### src/rtl/drp_pkg.sv
// Shared definitions for the PLL DRP reconfiguration master: register map,
// configuration entry layout, sequencer states and the read-modify-write merge.
package drp_pkg;

    localparam logic [6:0] DRP_CLKOUT0_REG1 = 7'h08;
    localparam logic [6:0] DRP_CLKOUT0_REG2 = 7'h09;
    localparam logic [6:0] DRP_CLKOUT1_REG1 = 7'h0A;
    localparam logic [6:0] DRP_CLKOUT1_REG2 = 7'h0B;
    localparam logic [6:0] DRP_CLKOUT2_REG1 = 7'h0C;
    localparam logic [6:0] DRP_CLKOUT2_REG2 = 7'h0D;
    localparam logic [6:0] DRP_CLKOUT3_REG1 = 7'h0E;
    localparam logic [6:0] DRP_CLKOUT3_REG2 = 7'h0F;
    localparam logic [6:0] DRP_CLKOUT4_REG1 = 7'h10;
    localparam logic [6:0] DRP_CLKOUT4_REG2 = 7'h11;
    localparam logic [6:0] DRP_CLKOUT5_REG1 = 7'h06;
    localparam logic [6:0] DRP_CLKOUT5_REG2 = 7'h07;
    localparam logic [6:0] DRP_CLKOUT6_REG1 = 7'h12;
    localparam logic [6:0] DRP_CLKOUT6_REG2 = 7'h13;
    localparam logic [6:0] DRP_CLKFB_REG1   = 7'h14;
    localparam logic [6:0] DRP_CLKFB_REG2   = 7'h15;
    localparam logic [6:0] DRP_DIVCLK       = 7'h16;
    localparam logic [6:0] DRP_LOCK1        = 7'h18;
    localparam logic [6:0] DRP_LOCK2        = 7'h19;
    localparam logic [6:0] DRP_LOCK3        = 7'h1A;
    localparam logic [6:0] DRP_POWER        = 7'h28;
    localparam logic [6:0] DRP_FILT1        = 7'h4E;
    localparam logic [6:0] DRP_FILT2        = 7'h4F;

    typedef struct packed {
        logic [6:0]  addr;
        logic [15:0] mask;
        logic [15:0] data;
    } drp_entry_t;

    typedef enum logic [3:0] {
        ST_IDLE,
        ST_ASSERT_RST,
        ST_RD_REQ,
        ST_RD_WAIT,
        ST_WR_REQ,
        ST_WR_WAIT,
        ST_WAIT_LOCK,
        ST_DONE,
        ST_FAIL
    } drp_state_t;

    // Mask bits set to 1 keep the value read back from the PLL.
    function automatic logic [15:0] drp_merge(input logic [15:0] rd_data, input drp_entry_t entry);
        return (rd_data & entry.mask) | (entry.data & ~entry.mask);
    endfunction

endpackage

### src/rtl/drp_cfg_table.sv
// Two configuration sets of DRP entries: synchronous write port, asynchronous
// read port so the sequencer can pick up the next entry in the same cycle.
module drp_cfg_table
    import drp_pkg::*;
#(
    parameter int NUM_ENTRIES = 23,
    parameter int IDX_W       = $clog2(NUM_ENTRIES)
) (
    input  logic             clk,
    input  logic             we,
    input  logic             wr_sel,
    input  logic [IDX_W-1:0] wr_idx,
    input  drp_entry_t       wr_entry,
    input  logic             rd_sel,
    input  logic [IDX_W-1:0] rd_idx,
    output drp_entry_t       rd_entry
);

    localparam logic [IDX_W:0] N_ENT = (IDX_W + 1)'(NUM_ENTRIES);

    drp_entry_t mem [0:1][0:NUM_ENTRIES-1];

    logic wr_ok;
    logic rd_ok;

    assign wr_ok = ({1'b0, wr_idx} < N_ENT);
    assign rd_ok = ({1'b0, rd_idx} < N_ENT);

    always_ff @(posedge clk) begin
        if (we && wr_ok) begin
            mem[wr_sel][wr_idx] <= wr_entry;
        end
    end

    // Out-of-range indices read as zero rather than aliasing another entry.
    always_comb begin
        rd_entry = '0;
        if (rd_ok) begin
            rd_entry = mem[rd_sel][rd_idx];
        end
    end

endmodule

### src/rtl/drp_reconf_master.sv
// DRP initiator: holds the PLL in reset, read-modify-writes every entry of the
// selected configuration set, releases reset and waits for LOCKED.
module drp_reconf_master
    import drp_pkg::*;
#(
    parameter int NUM_ENTRIES  = 23,
    parameter int DRDY_TIMEOUT = 64,
    parameter int LOCK_TIMEOUT = 65535,
    parameter int IDX_W        = $clog2(NUM_ENTRIES)
) (
    input  logic             DCLK,
    input  logic             RST_N,
    input  logic             SEN,
    input  logic             SSEL,
    output logic             SRDY,
    output logic             BUSY,
    output logic             ERR,
    input  logic             CFG_WE,
    input  logic             CFG_SEL,
    input  logic [IDX_W-1:0] CFG_IDX,
    input  logic [6:0]       CFG_ADDR,
    input  logic [15:0]      CFG_MASK,
    input  logic [15:0]      CFG_DATA,
    output logic [6:0]       DADDR,
    output logic             DEN,
    output logic             DWE,
    output logic [15:0]      DI,
    input  logic [15:0]      DO,
    input  logic             DRDY,
    input  logic             LOCKED,
    output logic             PLL_RST
);

    localparam int TMR_W = $clog2(DRDY_TIMEOUT + 1);
    localparam int LK_W  = $clog2(LOCK_TIMEOUT + 1);
    localparam logic [TMR_W-1:0] TMR_LAST = TMR_W'(DRDY_TIMEOUT - 1);
    localparam logic [LK_W-1:0]  LK_LAST  = LK_W'(LOCK_TIMEOUT - 1);
    localparam logic [IDX_W-1:0] IDX_LAST = IDX_W'(NUM_ENTRIES - 1);

    drp_state_t       state_q, state_d;
    logic             sel_q, sel_d;
    logic [IDX_W-1:0] idx_q, idx_d;
    drp_entry_t       cur_q, cur_d;
    logic [15:0]      di_q, di_d;
    logic [TMR_W-1:0] tmr_q, tmr_d;
    logic [LK_W-1:0]  lk_q, lk_d;
    logic             busy_q, busy_d;
    logic             err_q, err_d;
    logic             pll_rst_q, pll_rst_d;
    logic             go_fail;

    drp_entry_t       cfg_entry;
    drp_entry_t       rd_entry;
    logic [IDX_W-1:0] rd_idx;
    logic             cfg_we;

    assign cfg_entry = '{addr: CFG_ADDR, mask: CFG_MASK, data: CFG_DATA};
    assign cfg_we    = CFG_WE & ~busy_q;
    // While waiting for the write to finish, look ahead to the next entry.
    assign rd_idx    = (state_q == ST_WR_WAIT) ? idx_q + IDX_W'(1) : idx_q;

    drp_cfg_table #(
        .NUM_ENTRIES(NUM_ENTRIES),
        .IDX_W      (IDX_W)
    ) u_table (
        .clk     (DCLK),
        .we      (cfg_we),
        .wr_sel  (CFG_SEL),
        .wr_idx  (CFG_IDX),
        .wr_entry(cfg_entry),
        .rd_sel  (sel_q),
        .rd_idx  (rd_idx),
        .rd_entry(rd_entry)
    );

    always_comb begin
        state_d   = state_q;
        sel_d     = sel_q;
        idx_d     = idx_q;
        cur_d     = cur_q;
        di_d      = di_q;
        tmr_d     = tmr_q;
        lk_d      = lk_q;
        busy_d    = busy_q;
        err_d     = err_q;
        pll_rst_d = pll_rst_q;
        go_fail   = 1'b0;

        case (state_q)
            ST_IDLE: begin
                if (SEN) begin
                    sel_d     = SSEL;
                    busy_d    = 1'b1;
                    err_d     = 1'b0;
                    pll_rst_d = 1'b1;
                    idx_d     = '0;
                    state_d   = ST_ASSERT_RST;
                end
            end
            ST_ASSERT_RST: begin
                cur_d   = rd_entry;
                state_d = ST_RD_REQ;
            end
            ST_RD_REQ: begin
                tmr_d   = TMR_W'(1);
                state_d = ST_RD_WAIT;
            end
            ST_RD_WAIT: begin
                if (DRDY) begin
                    di_d    = drp_merge(DO, cur_q);
                    state_d = ST_WR_REQ;
                end else if (tmr_q == TMR_LAST) begin
                    go_fail = 1'b1;
                end else begin
                    tmr_d = tmr_q + TMR_W'(1);
                end
            end
            ST_WR_REQ: begin
                tmr_d   = TMR_W'(1);
                state_d = ST_WR_WAIT;
            end
            ST_WR_WAIT: begin
                if (DRDY) begin
                    if (idx_q == IDX_LAST) begin
                        pll_rst_d = 1'b0;
                        lk_d      = '0;
                        state_d   = ST_WAIT_LOCK;
                    end else begin
                        idx_d   = idx_q + IDX_W'(1);
                        cur_d   = rd_entry;
                        state_d = ST_RD_REQ;
                    end
                end else if (tmr_q == TMR_LAST) begin
                    go_fail = 1'b1;
                end else begin
                    tmr_d = tmr_q + TMR_W'(1);
                end
            end
            ST_WAIT_LOCK: begin
                if (LOCKED) begin
                    state_d = ST_DONE;
                end else if (lk_q == LK_LAST) begin
                    go_fail = 1'b1;
                end else begin
                    lk_d = lk_q + LK_W'(1);
                end
            end
            ST_DONE, ST_FAIL: begin
                busy_d  = 1'b0;
                state_d = ST_IDLE;
            end
            default: begin
                state_d = ST_IDLE;
            end
        endcase

        // Failure releases the PLL so it is never left stuck in reset.
        if (go_fail) begin
            err_d     = 1'b1;
            pll_rst_d = 1'b0;
            state_d   = ST_FAIL;
        end
    end

    always_ff @(posedge DCLK) begin
        if (!RST_N) begin
            state_q   <= ST_IDLE;
            sel_q     <= 1'b0;
            idx_q     <= '0;
            cur_q     <= '0;
            di_q      <= '0;
            tmr_q     <= '0;
            lk_q      <= '0;
            busy_q    <= 1'b0;
            err_q     <= 1'b0;
            pll_rst_q <= 1'b0;
        end else begin
            state_q   <= state_d;
            sel_q     <= sel_d;
            idx_q     <= idx_d;
            cur_q     <= cur_d;
            di_q      <= di_d;
            tmr_q     <= tmr_d;
            lk_q      <= lk_d;
            busy_q    <= busy_d;
            err_q     <= err_d;
            pll_rst_q <= pll_rst_d;
        end
    end

    assign DEN     = (state_q == ST_RD_REQ) || (state_q == ST_WR_REQ);
    assign DWE     = (state_q == ST_WR_REQ);
    assign DADDR   = cur_q.addr;
    assign DI      = di_q;
    assign SRDY    = (state_q == ST_DONE) || (state_q == ST_FAIL);
    assign BUSY    = busy_q;
    assign ERR     = err_q;
    assign PLL_RST = pll_rst_q;

endmodule

### config.mk
export PLATFORM = sky130hd
export DESIGN_NAME = drp_reconf_master
export DESIGN_NICKNAME = d
export VERILOG_FILES = /design/src/rtl/drp_pkg.sv /design/src/rtl/drp_cfg_table.sv /design/src/rtl/drp_reconf_master.sv
export SDC_FILE = /design/constraint.sdc
export NUM_CORES = 2
export LEC_CHECK = 0
export CORE_MARGIN = 10
export CORE_UTILIZATION = 60
export CTS_CLUSTER_DIAMETER = 30
export DETAILED_ROUTE_END_ITERATION = 10
export GPL_ROUTABILITY_DRIVEN = 0
export HOLD_SLACK_MARGIN = 0.05
export PLACE_DENSITY = 0.77
export SLEW_MARGIN = 20
export SYNTH_ARGS = -nofsm -noshare
export SYNTH_HDL_FRONTEND = slang
export SYNTH_SLANG_ARGS = --single-unit
export TNS_END_PERCENT = 50
### constraint.sdc
create_clock -name DCLK -period 8.7 [get_ports DCLK]
set_clock_uncertainty 0.05 [all_clocks]
set_input_delay 2.61 -clock DCLK [delete_from_list [all_inputs] [get_ports DCLK]]
set_output_delay 2.61 -clock DCLK [all_outputs]
set_load 0.01 [all_outputs]
Word level (Yosys, flattened, before mapping)
Memory sizes are Yosys's and may differ from the RTL's. A register that Yosys moved wholly into a read port is not among the register bits.
Cells that the tools add are included.
{"block": "op_classes", "mux": 46, "n_bitwise": 9, "div_mod_pow": 0, "n_eq_ne": 25, "multipliers": 0, "n_shift": 0, "n_reduce_logical": 27, "addsub": 3, "n_lt_le_gt_ge": 5}
{"op": "897-bit two-way mux", "count": 1}
{"op": "39-bit two-way mux", "count": 6}
{"op": "39-bit binary-select mux with 5-bit select", "count": 1}
{"op": "39-bit demux with 5-bit select", "count": 1}
{"op": "39-bit case mux with 2 select lines", "count": 1}
{"op": "16-bit two-way mux", "count": 4}
{"op": "16-bit bitwise AND", "count": 2}
{"op": "16-bit case mux with 2 select lines", "count": 1}
{"op": "4-bit case mux with 7 select lines", "count": 1}
{"op": "4-bit two-way mux", "count": 5}
{"op": "5-bit two-way mux", "count": 4}
{"op": "2-bit != test (second input constant)", "count": 9}
{"op": "16-bit by 1-bit adder with 16-bit output (second input constant)", "count": 1}
{"op": "16-bit equality test (second input constant)", "count": 1}
{"op": "4-bit by 3-bit equality test with 1-bit output (second input constant)", "count": 4}
{"op": "16-bit NOT", "count": 1}
{"op": "16-bit OR", "count": 1}
{"op": "4-bit AND reduction", "count": 4}
{"op": "7-bit two-way mux", "count": 2}
{"op": "7-bit case mux with 2 select lines", "count": 1}
{"op": "2-bit nonzero test", "count": 7}
{"op": "1-bit two-way mux", "count": 13}
{"op": "6-bit >= comparator (second input constant)", "count": 2}
{"op": "3-bit != test (second input constant)", "count": 4}
{"op": "23 further kinds", "count": 38}
{"block": "word_totals", "ram_bits": 1794, "latch_bits": 0, "word_cells": 129, "output_inout_bits": 29, "memories": 1, "romBits": 0, "reg_bits": 91}
{"memory": "u_table.mem", "words": 2, "word_bits": 897, "read_ports": 1, "rd_ports_with_merged_regs": 1, "wr": 1, "line": "drp_cfg_table.sv:21", "rtl": "drp_entry_t mem [0:1][0:NUM_ENTRIES-1];"}

Logic depth before layout (Yosys ltp)
{"block": "logic_depth", "ltp_word": 10, "depth_mapped": 12}

Cells and area by module
From an unflattened synthesis, not the netlist that was laid out.
{"block": "unflattened", "hier_cells": 3506, "hier_area_um2": 72767.3}
{"module": "drp_cfg_table", "cells_per_inst": 3030, "area_each_um2": 68733.4, "seq_area_each_um2": 53871.7, "instances": 1}
{"module": "drp_reconf_master", "cells_per_inst": 476, "area_each_um2": 4033.9, "seq_area_each_um2": 1821.7, "instances": 1}

Worst setup path after synthesis
No wires, ideal clock.
{"block": "synth_timing", "kind": "input to register", "from": "input CFG_IDX[4]", "to": "memory u_table.mem[1][468] in the netlist's numbering, enable pin", "required_time_ns": 8.215, "n_path_buf": 1, "stages": 3, "slack_ns": 3.301, "arrival_ns": 4.913, "setup_ns": 0.435, "path_cell_list": "or3b_2 -> clkbuf_1 -> nor2_1"}
{"block": "synth_via", "elab_chain_cells": 6, "elab_cells_between_ends": 10, "cone_classes": "order compare: 3; mux: 4; bitwise: 1; reduce/logical: 2"}
{"element": "start: declaration", "line": "drp_reconf_master.sv:20", "rtl": "input logic [IDX_W-1:0] CFG_IDX,"}
{"element": "5-bit NOT with 6-bit output (implied by the code)", "line": "drp_cfg_table.sv:31", "rtl": "mem[wr_sel][wr_idx] <= wr_entry;"}
{"element": "6-bit >= comparator (implied by the code) / 6-bit by 1-bit < comparator with 1-bit output (equally long branches)", "line": "drp_cfg_table.sv:31"}
{"element": "1-bit logical AND (implied by the code)", "line": "drp_cfg_table.sv:31"}
{"element": "39-bit two-way mux (implied by the code)", "line": "drp_cfg_table.sv:31"}
{"element": "39-bit demux with 5-bit select", "line": "drp_cfg_table.sv:31"}
{"element": "897-bit two-way mux (implied by the code) *", "line": "drp_cfg_table.sv:31"}
{"element": "end: declaration", "line": "drp_cfg_table.sv:21"}
Mark *: on every way between the ends. The rest lies on a longest branch, timed or not.

Worst setup path after layout
{"block": "layout_timing", "from": "input CFG_WE", "to": "memory u_table.mem[1][395] in the netlist's numbering, enable pin"}
{"block": "layout_via", "elab_chain_cells": 4}
{"element": "start: declaration", "line": "drp_reconf_master.sv:18", "rtl": "input logic CFG_WE,"}
{"element": "1-bit bitwise AND", "line": "drp_reconf_master.sv:58", "rtl": "assign cfg_we = CFG_WE & ~busy_q;"}
{"element": "1-bit logical AND", "line": "drp_cfg_table.sv:30", "rtl": "if (we && wr_ok) begin"}
{"element": "1-bit two-way mux", "line": "drp_cfg_table.sv:30"}
{"element": "897-bit two-way mux (implied by the code)", "line": "drp_cfg_table.sv:31"}
Every way passes these cells.

==> impl_metrics.ini <==
[outcome]
status = complete, no violations

[drt]
vias = 39054
wl_per_cell_um = 35.5
drt_wl_total_um = 201000
first_pass_iters = 6
drt_iter0_drc = 6250
detail-route-antenna-nets = 0
post-route-drc-count = 0
via_per_inst = 6.90

[yosys]
synth_nets = 3516
synth_fa_ha_area_frac = 0.00103
async_flop_share = 0
netlist-cell-type-count = 63
syn_avg_cell_area_um2 = 21.2
yosys.area_share.simple = 0.0283
synth-xor-area-share = 0.00252
synth_edf_count = 1794
syn-cell-area_um2 = 72900
synth_mux_area_frac = 0.169
ys_seq_area_frac = 0.764
synth_compound_area_frac = 0.0221
yosysWarnings = 0
synth_top_family_by_area = multiplexers
netlist_instances = 3442
synthFlopType = edfxtp_1
synth-seq-cells = 1886

[layout]
layout_commonest_cell = edfxtp_1
drive_gt1_frac = 0.302
areaGrowthSynthToFinish_pct = 19.6
final_cell_mix = edfxtp_1, mux4_2, clkbuf_16, mux2i_1, buf_4
final_nets = 3858

[floorplanning]
io_pins = 97
die_x_um = 369
fp.coreArea_um2 = 120000
row_count = 127
die_h_um = 369
dieArea_um2 = 136000
initial_core_util = 0.606

[place]
hpwl_um = 107000
numPortBuffers = 96

[power]
peakVddDrop_mv = 0.274
p_per_area_nw_per_um2 = 272
p_leak_nw = 28.9
power_mw = 23.8

[setup_path]
cp_cell_sequence = clkdlybuf4s50_1, nor3b_1, nand3_1, nor2_4, buf_4
endpoint_kind = flip-flop
ff2ff_path_depth = 8
reg2reg_setup_slack_ns = 3.56
setup.worst_path.end = u_table.mem[1][395]
worst-path-stages = 5
cpLargestDelayFamily = simple AND/OR/NAND/NOR gates
r2r-end = cur_q[14]
cp_slowest_cell = nor2_4
cp-startpoint = CFG_WE
crit_type = input pin to flip-flop
worstPathMaxFanout = 21
startpoint_type = input pin
arrival_ns = 6.28
worstReg2RegStart = state_q[2]
max_stage_delay_ns = 0.99
crit_buf_inv = 2
crit_required_ns = 9.18

[clocking]
cts_inserted_buffers = 334
clockRootBuffer = clkbuf_16
clk_pin_slew_worst_paths_ns = 0.05
h-tree-depth = 5
postCtsResizedCells = 0
clk_path_buf_depth = 4
cts_tree = yes
post-cts-setup-buffers = 0
clock_sinks = 1886
clk_latency_ns = 0.88
hold_buffers = 0

[grt]
grt_pass1_wl_um = 289000
antenna_found_initial = 16
grt_max_degree = 96
grt.overflow.total = 0
track_usage = 0.295
grt_pass1_vias = 39362

[sta]
slew_viol_final = 0
worst_pin_slew_ns = 1.26
setup_viol = 0
tns_ns = 0
timing.fmax_mhz = 172
period_needed_ns = 5.80
relSlewSlack = 0.150
final.period_utilization = 0.667
rsz0062_at_grt = no
hold_viol = 0

[flow_run]
maxCapViolations = 0

[hold_path]
hp-class = flip-flop to flip-flop
## flip-flops by register name (all words and copies together) (netlist names), 4 cells and up, named ones only
signal	cells
tmr_q	7
DI	16
u_table.mem	1794
cur_q	32
DADDR	7
lk_q	16
state_q	4
idx_q	5
## cell type report
cell class / instances / area [µm²]
Clock buffer: 374 / 8600
Tap cell: 1612 / 2020
Fill cell: 6431 / 33000
Inverter: 11 / 43.8
Multi-Input combinational cell: 1344 / 16700
Sequential cell: 1886 / 55700
Clock inverter: 214 / 2330
Timing Repair Buffer: 207 / 1840
Antenna cell: 10 / 25.0
## per-layer routing
metal  up-vias  track usage  wire length (µm)
met5         -            0               103
met4        16        0.149             11200
met3       653       0.0821             24300
met2      3214        0.457             95300
met1     20056        0.386             70100
li1      15115            -                 -
## how the worst min path moves through the flow
| stage | from | endpoint | depth (start not counted) |
|---|---|---|---|
| after CTS | tmr_q[6] | tmr_q[6] | 2 |
| after detailed placement | tmr_q[6] | tmr_q[6] | 2 |
| final | tmr_q[6] | tmr_q[6] | 2 |
| after global placement | tmr_q[6] | tmr_q[6] | 2 |
| after floorplan | tmr_q[6] | tmr_q[6] | 2 |
| after global routing | DI[9] | DI[9] | 1 |
## where the power goes
group	internal [mW]	switching [mW]	total, mW
logic	0.372	0.572	0.944
clock network	8.24	4.50	12.7
registers	10.0	0.0840	10.1
total	18.6	5.16	23.8
## cells by family (layout without fill, tap and decap cells)
group / after synthesis / in the layout
multiplexers: 687 / 687
buffers and inverters: 212 / 806
AO/OA/AOI/OAI: 223 / 223
flip-flops: 1886 / 1886
AND/OR/NAND/NOR: 407 / 407
XOR/XNOR: 21 / 21
adder cells (fa/ha/maj): 6 / 6
other: 0 / 10
## synthesized netlist by cell type, drive strengths merged (5+ instances only)
library cell / instances / share of area
inv: 11 / 0.00060
dfxtp: 92 / 0.025
nand4: 6 / 0.00051
nand2: 77 / 0.0040
a221oi: 38 / 0.0046
mux2i: 181 / 0.025
buf: 79 / 0.0066
xor2: 6 / 0.00072
nand3: 19 / 0.0013
mux2: 80 / 0.012
o41ai: 38 / 0.0046
clkbuf: 122 / 0.0063
mux4: 426 / 0.13
nor2b: 79 / 0.0068
ha: 6 / 0.0010
a21boi: 5 / 0.00051
a21oi: 12 / 0.00082
nor4: 8 / 0.00069
o211a: 17 / 0.0023
and2b: 8 / 0.00082
and3: 42 / 0.0036
nor2: 123 / 0.0063
nor3: 16 / 0.0011
xnor2: 15 / 0.0018
o21ai: 51 / 0.0035
edfxtp: 1794 / 0.74
a31oi: 38 / 0.0033
## worst reg2reg max path: stages (launching register included)
cell	delay, ns
dfxtp_1	0.68
nand4bb_4	0.32
inv_4	0.26
mux2_8	0.69
buf_12	0.55
mux4_2	0.56
and3_1	0.24
o41ai_1	1.03
a31oi_1	0.48
## through the flow
step	area (µm²)	instances	util	hold slack (ns)	setup slack (ns)
floorplan	72900	3442	-	0.392	3.30
global route	87300	5652	0.725	0.467	3.01
finish	87300	5658	0.726	0.427	2.90
global placement	76300	5058	0.634	0.404	2.18
detailed placement	76300	5058	0.634	0.421	2.19
CTS	87200	5646	0.725	0.430	3.00
Power figures use the tool's default switching activity.
